### config.mk
export PLATFORM = sky130hd
export DESIGN_NAME = ptmch_trg_multi
export DESIGN_NICKNAME = d
export VERILOG_FILES = /design/src/rtl/ptmch_trg_multi.sv
export SDC_FILE = /design/constraint.sdc
export NUM_CORES = 1
export LEC_CHECK = 0
export CORE_AREA = 5 5 112 114
export CTS_CLUSTER_DIAMETER = 50
export CTS_CLUSTER_SIZE = 12
export DETAILED_ROUTE_END_ITERATION = 6
export DIE_AREA = 0 0 117 119
export PLACE_DENSITY = 0.85
export SLEW_MARGIN = 20
export SYNTH_ARGS = -nofsm -noshare
export SYNTH_HDL_FRONTEND = slang
export SYNTH_SLANG_ARGS = --single-unit
### constraint.sdc
create_clock -name CLK160M -period 2.75 [get_ports CLK160M]
set_clock_uncertainty 0.2 [all_clocks]
set_input_delay 0.275 -clock CLK160M [delete_from_list [all_inputs] [get_ports CLK160M]]
set_output_delay 0.275 -clock CLK160M [all_outputs]
set_load 0.01 [all_outputs]
### src/rtl/ptmch_trg_multi.sv
// rtl/ptmch_trg_multi.sv - SPI opcode pattern matcher driving per-channel trigger pulses (optional HIT_CNT via PTMCH_TRG_HIT_CNT_EN)
module ptmch_trg_multi #(
    parameter int OPC_BITS = 12,
    parameter int NUM_CH   = 5,
    parameter int PLS_W    = 16
) (
    input  logic                         CLK160M,
    input  logic                         RESET,
    input  logic                         SPI_CS,
    input  logic                         SPI_CLK,
    input  logic                         SPI_MOSI,
    input  logic [NUM_CH*OPC_BITS-1:0]   PAT,
    input  logic [NUM_CH*OPC_BITS-1:0]   MSK,
    input  logic [NUM_CH-1:0]            CH_EN,
    input  logic                         TRG_MODE,
    output logic [NUM_CH-1:0]            TRG_PLS,
    output logic                         OPC_VLD,
    output logic [OPC_BITS-1:0]          OPC_DATA
`ifdef PTMCH_TRG_HIT_CNT_EN
    ,
    output logic [NUM_CH*8-1:0]          HIT_CNT
`endif
);

    localparam int               CNT_W    = $clog2(OPC_BITS + 1);
    localparam logic [CNT_W-1:0] CNT_LAST = CNT_W'(OPC_BITS - 1);
    localparam logic [CNT_W-1:0] CNT_FULL = CNT_W'(OPC_BITS);
    localparam logic [7:0]       PLS_LOAD = 8'(PLS_W);

    // synchroniser and edge-detect flops
    logic cs_s1, cs_s2, cs_d;
    logic sclk_s1, sclk_s2, sclk_d;
    logic mosi_s1, mosi_s2;

    logic cs_fall, cs_rise, sclk_rise;

    // frame state
    logic                frame_act;
    logic [CNT_W-1:0]    bit_cnt;
    logic [OPC_BITS-1:0] shift_reg;
    logic                opc_done;
    logic                rise_q;
    logic [NUM_CH-1:0]   armed;

    logic [NUM_CH-1:0]   hit_vec;
    logic [NUM_CH-1:0]   fire_vec;

    logic [7:0]          pls_cnt [NUM_CH];

    // two-flop synchronisers plus one delay flop for edge detection
    always_ff @(posedge CLK160M) begin
        if (RESET) begin
            cs_s1   <= 1'b0;
            cs_s2   <= 1'b0;
            cs_d    <= 1'b0;
            sclk_s1 <= 1'b0;
            sclk_s2 <= 1'b0;
            sclk_d  <= 1'b0;
            mosi_s1 <= 1'b0;
            mosi_s2 <= 1'b0;
        end else begin
            cs_s1   <= SPI_CS;
            cs_s2   <= cs_s1;
            cs_d    <= cs_s2;
            sclk_s1 <= SPI_CLK;
            sclk_s2 <= sclk_s1;
            sclk_d  <= sclk_s2;
            mosi_s1 <= SPI_MOSI;
            mosi_s2 <= mosi_s1;
        end
    end

    assign cs_fall   = cs_d & ~cs_s2;
    assign cs_rise   = ~cs_d & cs_s2;
    assign sclk_rise = sclk_s2 & ~sclk_d;

    // frame tracking and opcode shift; frame_act keeps a CS that was already low at reset release from decoding
    always_ff @(posedge CLK160M) begin
        if (RESET) begin
            frame_act <= 1'b0;
            bit_cnt   <= '0;
            shift_reg <= '0;
            opc_done  <= 1'b0;
            rise_q    <= 1'b0;
        end else begin
            opc_done <= 1'b0;
            rise_q   <= cs_rise;
            if (cs_fall) begin
                frame_act <= 1'b1;
                bit_cnt   <= '0;
                shift_reg <= '0;
            end else if (cs_rise) begin
                frame_act <= 1'b0;
            end else if (frame_act && sclk_rise && !cs_s2 && (bit_cnt != CNT_FULL)) begin
                shift_reg <= {shift_reg[OPC_BITS-2:0], mosi_s2};
                bit_cnt   <= bit_cnt + 1'b1;
                if (bit_cnt == CNT_LAST) begin
                    opc_done <= 1'b1;
                end
            end
        end
    end

    // per-channel masked compare of the completed opcode
    always_comb begin
        hit_vec = '0;
        for (int i = 0; i < NUM_CH; i++) begin
            hit_vec[i] = CH_EN[i] &&
                (((shift_reg ^ PAT[i*OPC_BITS +: OPC_BITS]) & ~MSK[i*OPC_BITS +: OPC_BITS]) == '0);
        end
    end

    // fire points: opcode completion in mode 0, delayed CS rise in mode 1
    always_comb begin
        fire_vec = '0;
        if (opc_done && !TRG_MODE) begin
            fire_vec = fire_vec | hit_vec;
        end
        if (rise_q && TRG_MODE) begin
            fire_vec = fire_vec | armed;
        end
    end

    // armed hit vector: cleared at frame start, captured at completion, consumed by a CS-rise fire
    always_ff @(posedge CLK160M) begin
        if (RESET) begin
            armed <= '0;
        end else if (cs_fall) begin
            armed <= '0;
        end else if (opc_done) begin
            armed <= hit_vec;
        end else if (rise_q) begin
            armed <= '0;
        end
    end

    // opcode strobe and held opcode value
    always_ff @(posedge CLK160M) begin
        if (RESET) begin
            OPC_VLD  <= 1'b0;
            OPC_DATA <= '0;
        end else begin
            OPC_VLD <= opc_done;
            if (opc_done) begin
                OPC_DATA <= shift_reg;
            end
        end
    end

    // pulse down-counters; a re-fire reloads so the pulse stretches without a gap
    always_ff @(posedge CLK160M) begin
        if (RESET) begin
            for (int i = 0; i < NUM_CH; i++) begin
                pls_cnt[i] <= '0;
            end
        end else begin
            for (int i = 0; i < NUM_CH; i++) begin
                if (fire_vec[i]) begin
                    pls_cnt[i] <= PLS_LOAD;
                end else if (pls_cnt[i] != 8'd0) begin
                    pls_cnt[i] <= pls_cnt[i] - 8'd1;
                end
            end
        end
    end

    // pulse output is high while the channel counter is non-zero
    always_comb begin
        TRG_PLS = '0;
        for (int i = 0; i < NUM_CH; i++) begin
            TRG_PLS[i] = (pls_cnt[i] != 8'd0);
        end
    end

`ifdef PTMCH_TRG_HIT_CNT_EN
    logic [7:0] hit_cnt [NUM_CH];

    // saturating per-channel fire counters, cleared only by reset
    always_ff @(posedge CLK160M) begin
        if (RESET) begin
            for (int i = 0; i < NUM_CH; i++) begin
                hit_cnt[i] <= '0;
            end
        end else begin
            for (int i = 0; i < NUM_CH; i++) begin
                if (fire_vec[i] && (hit_cnt[i] != 8'hFF)) begin
                    hit_cnt[i] <= hit_cnt[i] + 8'd1;
                end
            end
        end
    end

    // pack the counters onto the output bus
    always_comb begin
        HIT_CNT = '0;
        for (int i = 0; i < NUM_CH; i++) begin
            HIT_CNT[i*8 +: 8] = hit_cnt[i];
        end
    end
`endif

endmodule
==> results.ini, run 1 <==
[pwr]
peakVddDrop_v=0.0003513
leakagePower_nw=2.462
fin_total_pwr_mw=4.648
p_per_area_nw_per_um2=673.8

[global_route]
grt_pass1_wl_um=22510
grt_pass1_vias=4625
grt_use_total=0.2058
antenna_found_initial=0
grt_max_degree=29
grt_overflow_total=0

[layout]
diodes=0
drive_gt1_frac=0.1019
largest_reg_flops=40
area_delta_synth_final_pct=46.97
finalNetCount=814

[logic_synthesis]
synth_cell_types=45
ys_ff_latch=85
avgSynthCellArea_um2=9.424
seq_area_frac_synth=0.4479
synth_area_um2=4693
ys_warn_count=0
synth-async-reset-ratio=0
synth_fp_nets=640
synth_edf_count=40
synth_ff_type=dfxtp_1
syn_inst=498

[sta]
setup_ws_ns=0.009329
min_period_over_period=0.9966
rsz0062_at_grt=true
fmaxAchievable_mhz=364.9
worst_pin_slew_ns=0.5045
final_hold_viol_count=0
slew_viol_final=0
min_period_ns=2.741
max-slew-margin-rel=0.6621
setup_viol=0

[setup_path]
r2r-start=pls_cnt[0][5]$_SDFFCE_PN0P_
worstPathRequired_ns=2.61
r2r_slack_ns=0.009
critPathLaunchType=flop
crit_arrival_ns=2.60
critical_path_class=reg -> reg
setup.worst_path.end_class=flop
r2r_cells=6
slowest_delay_ns=0.55
cpMaxStageDelayCell=or4_4
r2r_end=pls_cnt[4][4]$_DFFE_PP_
cp_cell_sequence=or4_4, or4b_4, nor2_2, a21bo_4, a2111oi_4, a31oi_1
crit_fanout=5

[route]
avgViaCountPerCell=5.299
drc=0
firstDrtPassIters=5
drtIter0Drc=278
num_vias=4345
routed_wl_um=14270
wl_per_cell_um=17.40
antenna_left=0

[hold_path]
hold_path.class=reg -> reg
min-delay-start=mosi_s2$_SDFF_PP0_
timing.hold.worst_endpoint=shift_reg[0]$_SDFFE_PP0P_
hold_depth=2

[clock_tree]
cts.sinks=85
cts-htree-levels=3
cts.clk_slew.worst_paths_ns=0.06
cts_root_buffer=clkbuf_16
cts_tree=built
cts_buffer_depth=2
numCtsBuffers=9
postCtsHoldBufs=0
insertion_delay_ns=0.34
cts_setup_buffers=0

[outcome]
status=complete, no violations

[floorplan]
initial_core_util=0.4146
ios=149
die_x_um=117
die-area_um2=13920
rows=39
die_y_um=119
core_area_um2=11320

[placement]
gp_congestion=0.9668
pre_cts_ws_ns=0.01268
io_buffers=148
post-dp-hpwl_um=11430

[flow_run]
cap_violations=0

==> metal layers <==
metal	vias up	part of all wire	global-route usage
met5	-	0	0
met4	0	0.035	0.08746
met3	46	0.061	0.05020
met2	155	0.52	0.3556
met1	2050	0.38	0.2397
li1	2094	-	-
==> cells in the mapped netlist (4+ instances only) <==
library cell  count  area (um^2)
buf_2             4        20.02
dfxtp_1          45        900.9
nor4_1           10        62.56
nor2b_1          11        68.82
a21oi_1          23        115.1
mux2i_1          13        130.1
or4_1             8        60.06
o22ai_1          27        168.9
nor2_1           72        270.3
o211ai_1          6        45.04
inv_1            18        67.56
edfxtp_1         40         1201
nand3_1          12        60.06
xnor2_1          79        691.9
ha_1             11        137.6
clkbuf_1         17        63.81
nand2_1          37        138.9
nor3_1           10        50.05
xor2_1           11        96.34
==> worst max-delay path by stage <==
stage / cells past startpoint / to / start
after CTS: 4 / TRG_PLS[1] / pls_cnt[1][4]$_SDFFCE_PN0P_
after detailed placement: 6 / pls_cnt[1][2]$_SDFFCE_PN0P_ / PAT[15]
final: 6 / pls_cnt[4][4]$_DFFE_PP_ / pls_cnt[0][5]$_SDFFCE_PN0P_
after floorplan: 6 / pls_cnt[4][4]$_DFFE_PP_ / pls_cnt[0][5]$_SDFFCE_PN0P_
after global routing: 6 / pls_cnt[4][4]$_DFFE_PP_ / pls_cnt[0][3]$_SDFFCE_PN0P_
after global placement: 6 / pls_cnt[3][4]$_SDFFCE_PN0P_ / pls_cnt[0][5]$_SDFFCE_PN0P_
==> per-stage QoR <==
stage	std cells	hold slack, ns	setup TNS [ns]	area (um^2)	utilization
2_1_floorplan	498	0.2032	0	4693	-
3_3_place_gp	804	0.2279	0	6548	0.5784
3_5_place_dp	804	0.2360	0	6548	0.5784
4_1_cts	820	0.2413	0	6874	0.6072
5_1_grt	820	0.2625	-0.2038	6898	0.6093
6_report	820	0.2336	0	6898	0.6093
==> logic make-up after synthesis <==
kind of cell    after synthesis  share of synthesized area
mux                          13                    0.02772
compound gates               76                     0.1072
simple gates                182                     0.1861
xor+xnor                     90                     0.1680
fa+ha+maj                    11                    0.02933
flops                        85                     0.4479
buf+inv                      41                    0.03386
==> area by class of cell <==
type	instances	area (um^2)
tap	143	178.9
timing repair buffer	186	1765
multi-input combinational	372	2466
fill	884	4423
clock inverter	6	67.56
clock buffer	10	250.2
inverter	18	67.56
sequential	85	2102
==> cell usage in the layout, fill, tap and decap left out, types with 3 or more instances in the layout <==
cell type / netlist / routed
nand3_1: 12 / 12
clkbuf_16: 0 / 10
and3_1: 3 / 3
nor3_1: 10 / 10
nor2_1: 72 / 72
nor2b_1: 11 / 11
nand2_1: 37 / 37
edfxtp_1: 40 / 40
xor2_1: 11 / 11
xnor2_1: 79 / 79
or4_1: 8 / 8
buf_4: 0 / 38
o22ai_1: 27 / 27
ha_1: 11 / 11
nor4_1: 10 / 9
a21oi_1: 23 / 23
clkdlybuf4s50_1: 0 / 146
inv_1: 18 / 18
dfxtp_1: 45 / 45
mux2i_1: 13 / 13
a31o_2: 3 / 3
nand4_1: 3 / 3
o31ai_1: 3 / 3
o211ai_1: 6 / 6
==> worst max-delay path, delay by kind of cell, from the launching register on <==
| kind | cells | cell delay [ns] |
|---|---|---|
| AND/OR/NAND/NOR | 3 | 1.17 |
| AO/OA/AOI/OAI | 3 | 0.71 |
| flip-flops | 1 | 0.39 |
==> report_power, final <==
group | leakage, nW | switching, mW | total (mW) | internal, mW
clock | 0.159 | 0.491 | 1.25 | 0.763
combinational | 1.48 | 0.729 | 1.55 | 0.826
sequential | 0.819 | 0.197 | 1.84 | 1.64
==> repair_timing <==
item,4_1_cts,5_1_grt
setup endpoints to repair,2,9
pin swaps,0,2
cloned,0,0
gates resized for setup,4,5
No activity file was read; power rests on OpenSTA's default activity.
==> inputs of run 2 (changes only) <==
--- a/config.mk
+++ b/config.mk
@@ -10,7 +10,7 @@
 export CTS_CLUSTER_SIZE = 12
 export DETAILED_ROUTE_END_ITERATION = 6
 export DIE_AREA = 0 0 117 119
-export PLACE_DENSITY = 0.85
+export PLACE_DENSITY_LB_ADDON = 0.1
 export SLEW_MARGIN = 20
 export SYNTH_ARGS = -nofsm -noshare
 export SYNTH_HDL_FRONTEND = slang
==> constraint.sdc (replaced) <==
create_clock -name CLK160M -period 2.75 [get_ports CLK160M]
set_clock_uncertainty 0.2 [all_clocks]
set_input_delay 0.4125 -clock CLK160M [delete_from_list [all_inputs] [get_ports CLK160M]]
set_output_delay 0.4125 -clock CLK160M [all_outputs]
set_load 0.01 [all_outputs]
==> run 2 against run 1 <==
- the flow now finishes with violations (negative setup slack)
- sequential share of layout area fell by 0.23 points
- maximum frequency decreased by 1.1%
- worst setup slack worse by 0.031 ns
- total power up 0.39%
- clock-buffer cell count increased by 2
- critical path depth is 3 lower
- core utilization is 0.50 points higher
- combinational power is 3% higher
- register-to-register slack got worse by 0.03 ns
- sequential cell count stayed put
- wire length increased by 1.7%
- sequential power hardly changed
==> results.ini, run 2 (synthesis results as in run 1) <==
[global_route]
grt_max_degree=31  ; +6.9%
antenna_found_initial=0  ; unchanged
grt_use_total=0.2125  ; +0.006685
grt_pass1_wl_um=22900  ; +1.8%
grt_pass1_vias=4346  ; -6.0%
grt_overflow_total=0  ; unchanged

[clock_tree]
cts.sinks=85  ; unchanged
insertion_delay_ns=0.34  ; about the same
numCtsBuffers=9  ; unchanged
postCtsHoldBufs=0  ; unchanged
cts_buffer_depth=2  ; unchanged
cts_root_buffer=clkbuf_16
cts.clk_slew.worst_paths_ns=0.06  ; about the same
cts_tree=built
cts-htree-levels=3  ; unchanged

[placement]
gp_congestion=0.9052  ; -6.4%
pre_cts_ws_ns=-0.06590  ; -0.07859 ns
io_buffers=148  ; unchanged
post-dp-hpwl_um=11640  ; +1.9%

[sta]
setup_ws_ns=-0.02147  ; -0.03080 ns
final_hold_viol_count=0  ; unchanged
min_period_over_period=1.008  ; +0.01120
worst_pin_slew_ns=0.4731  ; -0.03140 ns
setup_viol=4  ; +4
slew_viol_final=0  ; unchanged
fmaxAchievable_mhz=360.8  ; -1.1%
whs_ns=0.2368  ; +0.003249 ns
max-slew-margin-rel=0.6842  ; +0.02208
rsz0062_at_grt=true
min_period_ns=2.771  ; +0.03080 ns

[setup_path]
crit_path_start=pls_cnt[0][2]$_SDFFCE_PN0P_
slowest_delay_ns=0.56  ; about the same
critical_path_class=reg -> out
crit_fanout=3  ; -2
r2r_cells=7  ; +1
critPathLaunchType=flop
setup.worst_path.end_class=output port
r2r_end=pls_cnt[4][4]$_DFFE_PP_
r2r_slack_ns=-0.02  ; -0.03 ns
cp_cell_sequence=or4_4, or4b_4, dlygate4sd2_1
cpMaxStageDelayCell=or4_4
crit_arrival_ns=2.16  ; -0.44 ns
worstPathRequired_ns=2.14  ; -0.47 ns
r2r-start=pls_cnt[0][2]$_SDFFCE_PN0P_

[pwr]
leakagePower_nw=2.485  ; +0.92%
peakVddDrop_v=0.0004661  ; +33%
p_per_area_nw_per_um2=671.0  ; -0.42%

[route]
num_vias=4233  ; -2.6%
antenna_left=0  ; unchanged
drc=0  ; unchanged
avgViaCountPerCell=5.137  ; -3.1%
routed_wl_um=14510  ; +1.7%
drtIter0Drc=320  ; +15%
wl_per_cell_um=17.61  ; +1.2%
firstDrtPassIters=4  ; -1

[floorplan]
die_x_um=117  ; unchanged
rows=39  ; unchanged
die-area_um2=13920  ; unchanged
initial_core_util=0.4146  ; unchanged
core_area_um2=11320  ; unchanged
die_y_um=119  ; unchanged
ios=149  ; unchanged

[flow_run]
cap_violations=0  ; unchanged

[hold_path]
timing.hold.worst_endpoint=sclk_s2$_SDFF_PP0_
hold_path.class=reg -> reg
hold_depth=1  ; -1
min-delay-start=sclk_s1$_SDFF_PP0_

[layout]
num-fill-cells=979  ; +11%
ff_latch_area_um2=2103  ; about the same
diodes=0  ; unchanged
area_delta_synth_final_pct=48.17
fin_util=0.6143  ; +0.004973
drive_gt1_frac=0.1087  ; +0.006743
finalNetCount=818  ; +0.49%
final_cell_mix=146 x clkdlybuf4s50_1, 79 x xnor2_1, 72 x nor2_1, 44 x dfxtp_1
final_common_cell=clkdlybuf4s50_1
largest_reg_flops=40  ; unchanged
multi_input_area_um2=2479  ; +0.51%

[outcome]
status=complete, but fails checks
violations=negative setup slack

[run 2: worst max-delay path by stage]
stage                                   to  slack, ns
6_report                        TRG_PLS[0]      -0.02
5_1_grt            pls_cnt[4][4]$_DFFE_PP_      -0.07
4_1_cts        pls_cnt[2][4]$_SDFFCE_PN0P_      -0.07
3_5_place_dp   pls_cnt[2][4]$_SDFFCE_PN0P_      -0.07
3_3_place_gp   pls_cnt[4][7]$_SDFFCE_PN0P_      -0.02
2_1_floorplan      pls_cnt[4][4]$_DFFE_PP_       0.07
[run 2: per-stage QoR]
step	instances	total power [mW]	TNS, ns	cell area [um^2]
2_1_floorplan	498	2.737	0	4693
3_3_place_gp	803	3.335	-0.1217	6565
3_5_place_dp	803	3.380	-0.7794	6565
4_1_cts	822	4.651	-0.3251	6909
5_1_grt	824	4.933	-0.3160	6954
6_report	824	4.666	-0.04913	6954
[run 2: power by group]
group          switching [mW]  total, mW  leakage (nW)  internal (mW)
combinational           0.709       1.59          1.51          0.885
sequential              0.203       1.84         0.819           1.64
clock                   0.504       1.23         0.153          0.723
total                    1.42       4.67          2.48           3.25
[run 2: final cells by class]
type / count / area share
sequential: 85 / 0.3024
multi-input combinational: 372 / 0.3564
timing repair buffer: 190 / 0.2616
inverter: 18 / 0.009716
clock inverter: 4 / 0.003958
clock buffer: 12 / 0.04012
tap: 143 / 0.02573
[run 2: critical path: cells and delay by family (launching register included)]
kind | cells | cell delay (ns)
flops | 1 | 0.40
simple gates | 2 | 1.10
buf+inv | 1 | 0.32
[run 2: repair_timing]
| item | 4_1_cts | 5_1_grt |
|---|---|---|
| setup endpoints to repair | 8 | 16 |
| hold endpoints to repair | 0 | 0 |
| buffers inserted | 3 | 2 |
| resized for setup | 6 | 6 |
| pin swaps | 3 | 7 |
[run 2: per-layer routing]
| layer | routed length [um] | GRT usage | up-vias |
|---|---|---|---|
| li1 | - | - | 2096 |
| met4 | 271 | 0.05663 | 0 |
| met2 | 7562 | 0.3642 | 118 |
| met1 | 5956 | 0.2641 | 1994 |
| met3 | 717 | 0.05325 | 25 |
| met5 | 0 | 0 | - |
